File: src/rtl/game_pkg.sv
`default_nettype none
// ============================================================================
//  Module   : game_pkg
//  Brief    : Shared game-flow types and default timing constants used by the
//             level sequencer and the per-level blocks.
//  Revision : 1.0 - initial release
// ============================================================================
package game_pkg;

    // Screen currently shown; doubles as the game-flow state encoding.
    typedef enum logic [2:0] {
        TITLE     = 3'd0,
        PLAY      = 3'd1,
        CLEAR     = 3'd2,
        DIED      = 3'd3,
        GAME_OVER = 3'd4,
        VICTORY   = 3'd5
    } screen_mode_t;

    // Interstitial length: 2 s at the 25 MHz pixel clock.
    localparam int DEFAULT_HOLD_CYCLES  = 50_000_000;

    // PLAY cycles during which win/lose are ignored after the level leaves reset.
    localparam int DEFAULT_GUARD_CYCLES = 4;

endpackage : game_pkg
`default_nettype wire

File: src/rtl/button_edge_detector.sv
`default_nettype none
// ============================================================================
//  Module   : button_edge_detector
//  Brief    : Brings a raw asynchronous push-button into the vga_clock domain
//             through a two-flop synchroniser and emits a registered one-cycle
//             pulse on each rising edge. Latency from the button edge to the
//             pulse is three clock edges.
//  Revision : 1.0 - initial release
// ============================================================================
module button_edge_detector (
    input  logic vga_clock,
    input  logic reset,
    input  logic button,
    output logic pulse
);

    logic r_sync_1;
    logic r_sync_2;
    logic r_prev;

    // Synchronise the button, remember its last level and register the rising edge.
    always_ff @(posedge vga_clock or negedge reset) begin
        if (!reset) begin
            r_sync_1 <= 1'b0;
            r_sync_2 <= 1'b0;
            r_prev   <= 1'b0;
            pulse    <= 1'b0;
        end else begin
            r_sync_1 <= button;
            r_sync_2 <= r_sync_1;
            r_prev   <= r_sync_2;
            pulse    <= r_sync_2 & ~r_prev;
        end
    end

endmodule : button_edge_detector
`default_nettype wire

File: src/rtl/level_sequencer.sv
`default_nettype none
// ============================================================================
//  Module   : level_sequencer
//  Brief    : Game-flow controller. Walks title -> play -> clear/died
//             interstitials -> game over / victory, drives the selected
//             level's active-low reset and mux select, tracks remaining lives
//             and encodes level/lives onto the board LEDs.
//  Revision : 1.0 - initial release
// ============================================================================
module level_sequencer
    import game_pkg::*;
#(
    parameter int NUM_LEVELS   = 2,
    parameter int LIVES        = 3,
    parameter int HOLD_CYCLES  = DEFAULT_HOLD_CYCLES,
    parameter int GUARD_CYCLES = DEFAULT_GUARD_CYCLES,
    parameter int LEVEL_W      = (NUM_LEVELS > 1) ? $clog2(NUM_LEVELS) : 1,
    parameter int LIVES_W      = (LIVES > 0) ? $clog2(LIVES + 1) : 1
) (
    input  logic               vga_clock,
    input  logic               reset,
    input  logic               start_button,
    input  logic               level_win,
    input  logic               level_lose,
    output logic               level_reset_n,
    output logic [LEVEL_W-1:0] level_index,
    output screen_mode_t       screen_mode,
    output logic [LIVES_W-1:0] lives,
    output logic [9:0]         leds
);

    localparam int GUARD_W = (GUARD_CYCLES > 0) ? $clog2(GUARD_CYCLES + 1) : 1;
    localparam int HOLD_W  = (HOLD_CYCLES > 1) ? $clog2(HOLD_CYCLES) : 1;

    localparam logic [LEVEL_W-1:0] LAST_LEVEL  = LEVEL_W'(NUM_LEVELS - 1);
    localparam logic [LIVES_W-1:0] START_LIVES = LIVES_W'(LIVES);
    localparam logic [LIVES_W-1:0] ONE_LIFE    = LIVES_W'(1);
    localparam logic [GUARD_W-1:0] GUARD_MAX   = GUARD_W'(GUARD_CYCLES);
    localparam logic [HOLD_W-1:0]  HOLD_LOAD   = HOLD_W'(HOLD_CYCLES - 1);

    screen_mode_t       r_state;
    logic [GUARD_W-1:0] r_guard_count;
    logic [HOLD_W-1:0]  r_hold_count;
    logic               w_start_pulse;
    logic               w_flags_live;
    logic               w_hold_done;
    logic               w_more_levels;
    logic [7:0]         w_lives_therm;
    logic [1:0]         w_led_level;

    button_edge_detector u_start_edge (
        .vga_clock (vga_clock),
        .reset     (reset),
        .button    (start_button),
        .pulse     (w_start_pulse)
    );

    // Flags only count once the freshly released level has settled.
    assign w_flags_live  = (r_guard_count == GUARD_MAX);
    // Interstitial ends when the countdown expires or the player skips it.
    assign w_hold_done   = (r_hold_count == '0) || w_start_pulse;
    assign w_more_levels = (level_index < LAST_LEVEL);

    // Game-flow state machine with its guard/hold counters, level select and lives.
    always_ff @(posedge vga_clock or negedge reset) begin
        if (!reset) begin
            r_state       <= TITLE;
            r_guard_count <= '0;
            r_hold_count  <= '0;
            level_index   <= '0;
            lives         <= START_LIVES;
        end else begin
            case (r_state)
                TITLE: begin
                    if (w_start_pulse) begin
                        level_index   <= '0;
                        lives         <= START_LIVES;
                        r_guard_count <= '0;
                        r_state       <= PLAY;
                    end
                end

                PLAY: begin
                    if (!w_flags_live) begin
                        r_guard_count <= r_guard_count + GUARD_W'(1);
                    end else if (level_win) begin
                        // Win beats a simultaneous lose.
                        r_hold_count <= HOLD_LOAD;
                        r_state      <= w_more_levels ? CLEAR : VICTORY;
                    end else if (level_lose) begin
                        r_hold_count <= HOLD_LOAD;
                        if (lives > ONE_LIFE) begin
                            lives   <= lives - ONE_LIFE;
                            r_state <= DIED;
                        end else begin
                            lives   <= '0;
                            r_state <= GAME_OVER;
                        end
                    end
                end

                CLEAR, DIED: begin
                    if (w_hold_done) begin
                        // A death replays the same level; the reset pulse restarts it.
                        if ((r_state == CLEAR) && w_more_levels) begin
                            level_index <= level_index + LEVEL_W'(1);
                        end
                        r_guard_count <= '0;
                        r_state       <= PLAY;
                    end else begin
                        r_hold_count <= r_hold_count - HOLD_W'(1);
                    end
                end

                GAME_OVER, VICTORY: begin
                    // Final lives/level stay on the LEDs until the player restarts.
                    if (w_start_pulse) begin
                        r_state <= TITLE;
                    end
                end

                default: begin
                    r_state <= TITLE;
                end
            endcase
        end
    end

    assign screen_mode   = r_state;
    assign level_reset_n = (r_state == PLAY);

    // Lives thermometer: bit i lit while more than i lives remain.
    for (genvar i = 0; i < 8; i++) begin : g_therm
        if (i < (1 << LIVES_W)) begin : g_cmp
            assign w_lives_therm[i] = (lives > LIVES_W'(i));
        end else begin : g_zero
            assign w_lives_therm[i] = 1'b0;
        end
    end

    if (LEVEL_W >= 2) begin : g_led_level_wide
        assign w_led_level = level_index[1:0];
    end else begin : g_led_level_narrow
        assign w_led_level = {1'b0, level_index};
    end

    assign leds = {w_led_level, w_lives_therm};

endmodule : level_sequencer
`default_nettype wire
File: config.mk
export PLATFORM = sky130hd
export DESIGN_NAME = level_sequencer
export DESIGN_NICKNAME = d
export VERILOG_FILES = /design/src/rtl/game_pkg.sv /design/src/rtl/button_edge_detector.sv /design/src/rtl/level_sequencer.sv
export SDC_FILE = /design/constraint.sdc
export NUM_CORES = 1
export LEC_CHECK = 0
export CORE_MARGIN = 2
export CORE_UTILIZATION = 35
export CTS_BUF_LIST = sky130_fd_sc_hd__clkbuf_16
export DETAILED_ROUTE_END_ITERATION = 12
export SETUP_SLACK_MARGIN = 0.1
export SYNTH_ARGS = -nofsm -noshare
export SYNTH_HDL_FRONTEND = slang
export SYNTH_SLANG_ARGS = --single-unit
File: constraint.sdc
create_clock -name vga_clock -period 3.2 [get_ports vga_clock]
set_input_delay 0.64 -clock vga_clock [delete_from_list [all_inputs] [get_ports vga_clock]]
set_output_delay 0.64 -clock vga_clock [all_outputs]
set_load 0.01 [all_outputs]
==> out/results.txt <==
Status: complete, no violations
Post-DP HPWL: 3230 um
DRT iter0 DRCs: 152
Post-synth ARST share: 100%
Register Area: 978 um^2
Area grow syn2layout: 15.9%
Met1 GRT Util: 19.7%
GR Util met3: 2.08%
Hold_buf cts: 0
Vias in the first global route: 1664
Startpoint Class: flop
Path category of the worst min-delay check: flop to flop
CTS tree: yes
Total wire length: 4520 um
Post-place instance area: 2420 um^2
Most used routing layer: met2
# port buffers: 15
Fmax: 0.359 GHz
Unrepaired setup endpoints after global routing: no
Count leader, synth: dfrtp_1
Worst relative slew slack: 41.9%
Area contributors post-synth: dfrtp_1 42%, nor2_1 3.7%, o21ai_1 2.9%
PD cells: 886 nW/um^2
EDFF count, synth: 0
Initial antenna violation count: 0
Worst-case clock buffer depth: 2
Worst-Margin Slew: 0.872 ns
H-tree Lvls: 2
Dominant synthesized flop cell: dfrtp_1
Detailed-route via count: 1726
Total chip power: 2.29 mW
Net count, final: 255
Top cell type's share of synthesized area: 41.5%
Top post-synthesis cells by count: 37 x dfrtp_1, 22 x nor2_1, 15 x nand2_1
DR WL/cell: 13.9 um
Mapped Cells: 232
Cell taking the most area after synthesis: dfrtp_1
Initial Util: 35.7%
# rows: 29
Yosys warning count: 0
Max Cap Viol: 0
Kind of critical path: flop to flop
Leak pwr: 0.939 nW
Layout cells sized above 1: 10.9%
Post-CTS Setup Bufs: 0
Clk Latency, worst-skew pair: 0.28 ns
Largest net degree at the start of global routing: 40
Pre-antenna DRT Iters: 5
GRT Resource Usage Total: 13.8%
Multi-input gate area: 1140 um^2
Endpoints failing setup: 0
ANT cells: 0
Post-Syn Area per Cell: 9.61 um^2
Clk root buf: clkbuf_16
Distinct cells, synth: 57
Hold Violations, Final: 0
#FFs+latches synth: 39
Clock sinks: 39
Total core area: 6240 um^2
Worst path required time: 3.41 ns
Worst VDD drop: 0.338 mV
Register area share after synthesis: 43.9%
Min cycle time layout: 2.78 ns
GRT overflow: 0
Cts repair resizes: 0
Post-layout util: 41.4%
Fillers: 612
Setup crit end kind: flop
Fin area: 2580 um^2
Worst Path Arrival: 2.99 ns
Reg clk slew, reported paths: 0.06 ns
Max Transition Viols Final: 0
DIE AREA: 7020 um^2
Crit path max fanout: 14
Vias/cell: 5.31
Mapped Area: 2230 um^2
DRC violations left: 0
RePlAce Congestion: 0.867
First-pass GRT wire length: 7910 um
Antenna Nets Post-Route: 0
Die width: 83.8 um
Clock Skew: 0.00522 ns
Met2 Use GR: 20.9%
Height of the die: 83.8 um
Setup TNS Final: 0 ns
Total CTS buffers: 5
Fin crit share: 87.0%
Io pins: 22
Hold_ws: 0.354 ns
-- worst max-delay path: stages, from the launching register on --
cell,delay (ns)
dfrtp_1,0.41
inv_1,0.07
ha_1,0.18
or3b_1,0.42
or4_1,0.51
buf_4,0.20
o21a_1,0.41
nor3_4,0.30
mux2i_1,0.21
-- logic make-up after synthesis --
family | share of synthesized area (%)
compound gates | 19.0
buf+inv | 6.00
mux | 2.24
simple gates | 24.3
xor+xnor | 2.75
fa+ha+maj | 1.68
other cells | 0.168
flops | 43.9
-- cell type report --
type / instances / area share [%]
flip-flops and latches: 39 / 37.9
clock buffers: 5 / 4.84
repair buffers: 19 / 6.78
multi-input cells: 174 / 43.9
well taps: 77 / 3.73
clock inverters: 3 / 1.69
inverters: 8 / 1.16
-- report_power, final --
group | internal (mW) | switching [mW]
Combinational | 0.416 | 0.457
Clock | 0.367 | 0.198
Sequential | 0.650 | 0.203
-- per-stage QoR --
| step | setup WS (ns) | cells |
|---|---|---|
| floorplan | 0.794 | 237 |
| global placement | 0.515 | 317 |
| detailed placement | 0.433 | 317 |
| CTS | 0.410 | 325 |
| global route | 0.287 | 325 |
| finish | 0.417 | 325 |
-- layer usage --
metal	routed length (um)	vias up
li1	-	858
met1	2270	833
met2	2090	30
met3	94	5
met4	65	0
met5	0	-
-- state kept, by name, indices dropped and copies added (netlist names) --
register	cells
level_index	1
u_start_edge.pulse	1
u_start_edge.r_sync_1	1
r_hold_count	26
lives	2
u_start_edge.r_sync_2	1
screen_mode	3
r_guard_count	3
u_start_edge.r_prev	1
-- layout by cell type, fill, tap and decap left out, types with 6 or more instances in the layout --
master	n
a21oi_1	11
clkdlybuf4s50_1	14
conb_1	6
dfrtp_1	37
inv_1	8
nand2_1	15
nor2_1	22
nor3_1	11
o21ai_0	6
o21ai_1	13
or3_1	9
-- path summary, 6_finish.rpt --
kind / start / endpoint / slack (ns) / depth (start not counted)
max: r_hold_count[0]$_DFFE_PN0P_ / r_guard_count[1]$_DFFE_PN0P_ / 0.42 / 8
min: u_start_edge.r_sync_1$_DFF_PN0_ / u_start_edge.r_sync_2$_DFF_PN0_ / 0.35 / 0
max reg2reg: r_hold_count[0]$_DFFE_PN0P_ / r_guard_count[1]$_DFFE_PN0P_ / 0.42 / 8
min reg2reg: u_start_edge.r_sync_1$_DFF_PN0_ / u_start_edge.r_sync_2$_DFF_PN0_ / 0.35 / 0
max in group asynchronous: reset / r_hold_count[23]$_DFFE_PN0P_ / 2.18 / 1
min in group asynchronous: reset / u_start_edge.r_sync_1$_DFF_PN0_ / 0.47 / 1
(Power assumes the default switching activity.)
